===== src/rtl/mem_ctrl.sv =====
// Byte-serial RAM arbiter between instruction fetch and load/store.
// Round-robin on ties, each access runs to a one-cycle DONE with a success pulse.
module mem_ctrl #(
  parameter logic [31:0] IO_THRESHOLD = 32'h0003_0000
) (
  input  logic        clk,
  input  logic        rst,
  input  logic        rdy,
  input  logic        jump_flag,
  input  logic        if_enable,
  input  logic [31:0] if_addr,
  output logic        if_success,
  output logic [31:0] if_data,
  input  logic        lsb_enable,
  input  logic [2:0]  lsb_op_size,
  input  logic [31:0] lsb_addr,
  input  logic [31:0] lsb_wdata,
  input  logic        lsb_wr_tag,
  output logic        lsb_success,
  output logic [31:0] lsb_rdata,
  input  logic [7:0]  mem_din,
  output logic [7:0]  mem_dout,
  output logic [31:0] mem_a,
  output logic        mem_wr,
  input  logic        io_buffer_full
);

  typedef enum logic [2:0] {IDLE, IF_RD, LS_RD, LS_WR, DONE} state_t;

  state_t      state, state_nxt;
  logic        rr_lsb;   // 1 = LSB was served last
  logic        cur_if;
  logic        cur_io;
  logic [31:0] addr;
  logic [31:0] wdata;
  logic [31:0] rbuf;
  logic [31:0] rd_word;
  logic [2:0]  n;
  logic [2:0]  cnt;
  logic [2:0]  lsb_n;
  logic [1:0]  cap_idx;
  logic [7:0]  wr_byte;
  logic        if_req;
  logic        grant_if;
  logic        grant_lsb;
  logic        grant_io;

  assign if_req   = if_enable && !jump_flag;
  assign grant_io = (lsb_addr >= IO_THRESHOLD);
  assign cap_idx  = cnt[1:0] - 2'd2;
  assign wr_byte  = wdata[{cnt[1:0], 3'b000} +: 8];

  always_comb begin
    case (lsb_op_size)
      3'd2:    lsb_n = 3'd2;
      3'd4:    lsb_n = 3'd4;
      default: lsb_n = 3'd1;
    endcase
  end

  // Byte arriving this edge merged into the partial word.
  always_comb begin
    rd_word = rbuf;
    rd_word[{cap_idx, 3'b000} +: 8] = mem_din;
  end

  always_comb begin
    state_nxt = state;
    grant_if  = 1'b0;
    grant_lsb = 1'b0;
    case (state)
      IDLE: begin
        if (lsb_enable && (!if_req || !rr_lsb)) begin
          grant_lsb = 1'b1;
          state_nxt = lsb_wr_tag ? LS_WR : LS_RD;
        end else if (if_req) begin
          grant_if  = 1'b1;
          state_nxt = IF_RD;
        end
      end
      IF_RD:   if (jump_flag) state_nxt = IDLE;
               else if (cnt == n + 3'd1) state_nxt = DONE;
      LS_RD:   if (cnt == n + 3'd1) state_nxt = DONE;
      LS_WR:   if (cnt == n) state_nxt = DONE;
      DONE:    state_nxt = IDLE;
      default: state_nxt = IDLE;
    endcase
  end

  always_ff @(posedge clk) begin
    if (rst)      state <= IDLE;
    else if (rdy) state <= state_nxt;
  end

  always_ff @(posedge clk) begin
    if (rst) begin
      rr_lsb <= 1'b0; cur_if <= 1'b0; cur_io <= 1'b0;
      addr <= '0; wdata <= '0; rbuf <= '0; n <= '0; cnt <= '0;
      mem_a <= '0; mem_dout <= '0; mem_wr <= 1'b0;
      if_success <= 1'b0; lsb_success <= 1'b0;
      if_data <= '0; lsb_rdata <= '0;
    end else if (rdy) begin
      case (state)
        IDLE: begin
          mem_a  <= '0;
          mem_wr <= 1'b0;
          if (grant_if) begin
            rr_lsb <= 1'b0; cur_if <= 1'b1; cur_io <= 1'b0;
            addr <= if_addr; n <= 3'd4; cnt <= 3'd1; rbuf <= '0;
            mem_a <= if_addr;
          end else if (grant_lsb) begin
            rr_lsb <= 1'b1; cur_if <= 1'b0; cur_io <= grant_io;
            addr <= lsb_addr; wdata <= lsb_wdata; n <= lsb_n; rbuf <= '0;
            if (lsb_wr_tag && grant_io && io_buffer_full) begin
              cnt <= 3'd0;
            end else begin
              cnt   <= 3'd1;
              mem_a <= lsb_addr;
              if (lsb_wr_tag) begin
                mem_dout <= lsb_wdata[7:0];
                mem_wr   <= 1'b1;
              end
            end
          end
        end
        IF_RD, LS_RD: begin
          if (state == IF_RD && jump_flag) begin
            mem_a <= '0;
          end else begin
            cnt <= cnt + 3'd1;
            if (cnt < n) mem_a <= addr + {29'b0, cnt};
            if (cnt >= 3'd2) rbuf <= rd_word;
            if (cnt == n + 3'd1) begin
              mem_a <= '0;
              if (cur_if) begin
                if_data    <= rd_word;
                if_success <= 1'b1;
              end else begin
                lsb_rdata   <= rd_word;
                lsb_success <= 1'b1;
              end
            end
          end
        end
        LS_WR: begin
          if (cnt == n) begin
            mem_a       <= '0;
            mem_dout    <= '0;
            mem_wr      <= 1'b0;
            lsb_success <= 1'b1;
          end else if (cur_io && io_buffer_full) begin
            mem_wr <= 1'b0;
          end else begin
            mem_a    <= addr + {29'b0, cnt};
            mem_dout <= wr_byte;
            mem_wr   <= 1'b1;
            cnt      <= cnt + 3'd1;
          end
        end
        DONE: begin
          if_success  <= 1'b0;
          lsb_success <= 1'b0;
          mem_a       <= '0;
          mem_wr      <= 1'b0;
        end
        default: begin
          mem_a  <= '0;
          mem_wr <= 1'b0;
        end
      endcase
    end
  end

endmodule


===== config.mk =====
export PLATFORM = sky130hd
export DESIGN_NAME = mem_ctrl
export DESIGN_NICKNAME = d
export VERILOG_FILES = /design/src/rtl/mem_ctrl.sv
export SDC_FILE = /design/constraint.sdc
export NUM_CORES = 1
export LEC_CHECK = 0
export CAP_MARGIN = 20
export CORE_AREA = 5 5 188 190
export CTS_CLUSTER_SIZE = 40
export DETAILED_ROUTE_END_ITERATION = 8
export DIE_AREA = 0 0 193 195
export PLACE_DENSITY = 0.5
export RECOVER_POWER = 50
export SETUP_SLACK_MARGIN = 0.5
export SYNTH_ARGS = -nofsm -noshare
export SYNTH_HDL_FRONTEND = slang
export SYNTH_SLANG_ARGS = --single-unit

===== constraint.sdc =====
create_clock -name clk -period 6.4 [get_ports clk]
set_input_delay 0.96 -clock clk [delete_from_list [all_inputs] [get_ports clk]]
set_output_delay 0.96 -clock clk [all_outputs]
set_load 0.03 [all_outputs]

# Yosys cells after proc, flatten, opt, wreduce, memory -nomap -nowiden
# Index checks and enable logic that the tools add are counted.
word_totals:
  register_bits: 215
  inputBits: 115
  out_inout_bits: 107
  wordCells: 153
classes:
  n_addsub: 5
  order_cmp: 3
  n_eq_ne: 24
  shift: 3
  n_mux: 68
  n_bitwise: 4
  n_reduce_logical: 30
op_table:
  columns: ["operator", "n"]
  rows:
  - ["$mux 32", 14]
  - ["$pmux 32 s3", 1]
  - ["$pmux 32 s2", 1]
  - ["$mux 8", 6]
  - ["$mux 3", 12]
  - ["$add 32x3->32", 1]
  - ["$bwmux 32", 1]
  - ["$ge 32x18->1 const B", 1]
  - ["$shift 8x7->32 const A", 1]
  - ["$shiftx 32x6->8", 1]
  - ["$shiftx 8x7->32", 1]
  - ["$mux 1", 26]
  - ["$ne 2x2->1 const B", 12]
  - ["$reduce_and 5->1", 4]
  - ["$pmux 8 s2", 1]
  - ["$pmux 3 s4", 1]
  - ["$reduce_and 6->1", 2]
  - ["$eq 3x2->1 const B", 3]
  - ["$ne 3x3->1 const B", 3]
  - ["$pmux 3 s3", 1]
  - ["$reduce_and 3->1", 3]
  - ["$reduce_bool 2->1", 4]
  - ["$neg 5->7", 1]
  - ["$reduce_and 7->1", 1]
  - ["other kinds (20)", 35]

# Longest topological paths before layout
depth:
  ltp_word: 10
  ltp_mapped: 10
  ltp_nobuf: 8

# Least setup slack after synthesis
# Ideal clock, no wire load.
synth_path:
  path_kind: "input port to flip-flop"
  start: "in lsb_addr[20]"
  end: "reg mem_dout[5]"
  setup_ps: 79
  arrival_time_ps: 2400
  required_ps: 6321
  path_slack_ps: 3921
  cell_stages: 7
  n_path_buf: 1
  path_cell_list: "nor4_1 -> nand4_1 -> a21o_1 -> a221oi_4 -> buf_6 -> nor2_1 -> a211oi_2"
synth_between:
  elab_chain_cells: 5
synth_lines:
  columns: ["item", "line_no", "text"]
  rows:
  - ["from (decl)", "16", "input logic [31:0] lsb_addr,"]
  - ["$ge 32x18->1", "49", "assign grant_io = (lsb_addr >= IO_THRESHOLD);"]
  - ["$logic_and 1x1->1 (2 in series)", "114", "if (lsb_wr_tag && grant_io && io_buffer_full) begin"]
  - ["$ne 2x2->1 (no source line)", null, null]
  - ["$reduce_and 7->1 (no source line)", null, null]
  - ["to (signal assigned)", "120", "mem_dout <= lsb_wdata[7:0];"]
  - ["to (signal assigned)", "155", "mem_dout <= wr_byte;"]
  - ["to (decl)", "22", "output logic [7:0] mem_dout,"]
# No other way between the ends.
# A chain may end at the register's enable or synchronous reset.

# Worst setup path in the final report
layout_path:
  start: "in jump_flag"
  end: "reg rr_lsb"
layout_between:
  elab_chain_cells: 9
  elab_cells_between_ends: 13
  classes_between: "mux: 6; reduce/logical: 7"
layout_lines:
  columns: ["item", "line_no", "text"]
  rows:
  - ["from (decl)", "9", "input logic jump_flag,"]
  - ["$logic_not 1->1 (*)", "48", "assign if_req = if_enable && !jump_flag;"]
  - ["$logic_and 1x1->1 (*)", "48", null]
  - ["$logic_not 1->1", "73", "if (lsb_enable && (!if_req || !rr_lsb)) begin"]
  - ["$logic_or 1x1->1", "73", null]
  - ["$logic_and 1x1->1", "73", null]
  - ["$mux 1", "73", null]
  - ["$mux 1", "71", "case (state)"]
  - ["$reduce_bool 2->1 (no source line)", null, null]
  - ["$reduce_and 3->1 (no source line)", null, null]
  - ["to (signal assigned)", "97", "rr_lsb <= 1'b0; cur_if <= 1'b0; cur_io <= 1'b0;"]
  - ["to (signal assigned)", "108", "rr_lsb <= 1'b0; cur_if <= 1'b1; cur_io <= 1'b0;"]
  - ["to (signal assigned)", "112", "rr_lsb <= 1'b1; cur_if <= 1'b0; cur_io <= grant_io;"]
  - ["to (decl)", "31", "logic rr_lsb;"]
# Mark *: on every way between the ends. The rest lies on a longest branch, timed or not.

==> key figures <==
Setup path
  – Setup CP Type: in2reg
  – Crit. End Element: register
  – CP peak stage delay: roughly 1.1 ns
  – Top cell by count, worst path: nor2_1
  – Crit start category: primary input
  – WP data arrival: ~4.5 ns
  – Worst path cell trace: dlygate4sd3_1, nand3b_1, nand2_1, and3_1, buf_4, nor2_1, clkbuf_1, nor2_1, a211oi_1
  – R2R cell count: 4
  – CP max FO: 65
  – Critical Path RT: around 7 ns
  – Worst path slowest cell: clkbuf_1

Global routing
  – Initial antenna violation count: 5
  – Overflow after GRT: 0
  – Gr usage total: 17.0%
  – Layer with the highest usage: met2
  – Grt met3 use: 2.52%
  – Met1 usage: roughly a quarter
  – Vias in the first global route: roughly 8800
  – Pin count of the biggest net entering global routing: 107
  – Met2 Use GR: about a quarter
  – First-pass GRT wire length: around 52 mm

Finish
  – Most frequent cells in the layout: 215 x dfxtp_1, 166 x nand2_1, 132 x a21oi_1
  – Share of layout cells above drive strength 1: 6.11%
  – P&R area growth vs syn: 33.9%
  – Register area: roughly 4300 sq um
  – FILL cells: around 3400
  – Finished Layout Cells: about 1800
  – Area of the multi-input gates: a little over 5000 sq um
  – Nets: 1452
  – Commonest non-fill, non-tap cell in the layout: dfxtp_1

Yosys
  – Syn Inst Count: ~1200
  – Net count after synthesis: 1280
  – FFs w/ async S/R, synth: 0%
  – Synth Register Bits: ~220
  – Post-synth EDFFs: 0
  – Post-Syn Area: 9910 sq um
  – Post-Syn Area per Cell: 8.61 sq um
  – Post-synth cell types: a little over 60
  – Register area share after synthesis: approximately 43%
  – Ys flop type: dfxtp_1
  – Synth warn: 0

CTS
  – CTS root buffer: clkbuf_16
  – CTS Buf Count: 27
  – Clock H-tree levels: 1
  – # clock sinks: 215
  – Post-CTS setup buffer count: 0
  – CTS resizes: 0
  – Clock slew at reported path FFs: 0.06 ns
  – Hold buffer count at CTS: 0
  – TritonCTS clock tree: yes
  – Worst-Skew Late Latency: ~0.54 ns
  – CTS max path bufs: 3

Timing
  – Period utilisation layout: between 60 and 70%
  – Post-layout min period: 4.09 ns
  – Fmax: roughly 240 MHz
  – Clock Skews: 0.0101 ns
  – Min Hold Slack: roughly 0.44 ns
  – Worst setup margin: roughly 2.3 ns
  – Final hold violations: 0
  – Max-slew violations: 83
  – RSZ-0062 raised after global routing: false
  – Final setup fails: 0
  – Fin Setup TNS: 0 ns
  – Worst relative slew slack: -57.4%
  – Slew @ Worst Pin: about 2.4 ns

Floorplanning
  – # IOs: ~220
  – Std-Cell Rows: between 60 and 70
  – Initial Utilization: slightly below 30%
  – Die W: between 150 and 200 microns
  – Total core area: ~33000 sq um
  – Die Ht: a little under 200 microns
  – Die Area: about 38000 sq um

Route
  – Routed length per placed instance: roughly 18 microns
  – Residual DRC count: 0
  – Pre-Repair DR Iteration Count: 8
  – Antenna Violating Nets Remaining: 0
  – Initial DRC count: between 600 and 700
  – WL final: 33.2 mm
  – Via density: about 5
  – DR vias: slightly above 9000

Place
  – Final GP Congestion: about 0.77
  – Dpl hpwl: between 20 and 25 mm
  – Pre-CTS WS: between 2 and 3 ns
  – IO buf count: 221
  – Post-Place Cells: between 1500 and 2000

Power
  – Pwr dens: about 280 nW/um^2
  – Leak: 4.73 nW
  – Max VDD drop: 0.190 mV
  – Final total power: 3.71 mW

Flow run
  – Max-cap viol count: 2

Status
  – Status: complete, but fails checks
  – Failing checks: max-capacitance violations, max-slew violations

Min path
  – HP Class: reg2reg
  – Hold Path Depth: 2
-- critical path, delay by kind of cell --
family / cells / cell delay, ns
buf+inv: 3 / 2.19
compound gates: 1 / 0.30
simple gates: 5 / 1.05
-- area by class of cell --
class                   count  area share, %
well taps                 448           4.23
multi-input cells         837           38.8
repair buffers            238           17.6
clock inverters             9          0.698
diodes                      5         0.0943
inverters                   4          0.113
flip-flops and latches    215           32.4
clock buffers              38           5.93
-- report_power, final --
part	internal (mW)	switching, mW	leakage, nW
Combinational	0.277	0.426	2.55
Sequential	1.42	0.0772	1.75
Clock	0.896	0.610	0.428
-- cells by family after synthesis --
kind of cell / Yosys count / synth area share (%)
AOI/OAI and AO/OA: 336 / 23.9
xor gates and xnor gates: 35 / 3.23
adders and majority gates: 14 / 1.84
buffers and inverters: 99 / 4.86
DFF: 215 / 43.4
muxes: 11 / 2.12
and+or+nand+nor: 441 / 20.6
-- state kept, by name, indices dropped and copies added (netlist names), 3 cells and up --
register   flops
addr          32
if_data       32
lsb_rdata     32
mem_a         32
rbuf          32
wdata         32
mem_dout       8
cnt            3
n              3
state          3
-- per-layer routing --
layer / vias up / wire length, microns
met5: - / 0
met4: 0 / 608
met3: 41 / 1920
met2: 252 / 15300
met1: 4321 / 15400
li1: 4572 / -
-- worst paths after layout --
path	startpoint	to	slack (ns)
worst min-delay path	rbuf[1]	rbuf[1]	0.44
worst max-delay path	jump_flag	rr_lsb	2.31
worst max register to register	state[2]	addr[2]	2.77
worst min register to register	rbuf[1]	rbuf[1]	0.44
-- stage by stage --
stage                     util [%]  area (sq um)
final                         39.9         13300
after global routing          39.9         13300
after CTS                     39.8         13300
after detailed placement      37.2         12400
after global placement        37.1         12400
after floorplan                  -          9910
-- cells in the mapped netlist, types with 4 or more instances --
cell | n | area (sq um)
a211oi_1 | 91 | 683
a21oi_1 | 132 | 661
a222oi_1 | 31 | 310
a22oi_1 | 9 | 67.6
a311oi_1 | 16 | 140
buf_2 | 37 | 185
buf_4 | 13 | 97.6
clkbuf_1 | 42 | 158
dfxtp_1 | 215 | 4300
ha_1 | 13 | 163
mux4_2 | 8 | 180
nand2_1 | 166 | 623
nand3_1 | 21 | 105
nand3b_1 | 4 | 30.0
nand4_1 | 14 | 87.6
nor2_1 | 127 | 477
nor2b_1 | 35 | 219
nor3_1 | 10 | 50.1
nor4_1 | 8 | 50.1
o21ai_0 | 5 | 25.0
o2bb2ai_1 | 32 | 280
or3_1 | 33 | 206
xnor2_1 | 27 | 236
xor2_1 | 7 | 61.3
(Power assumes the default switching activity.)
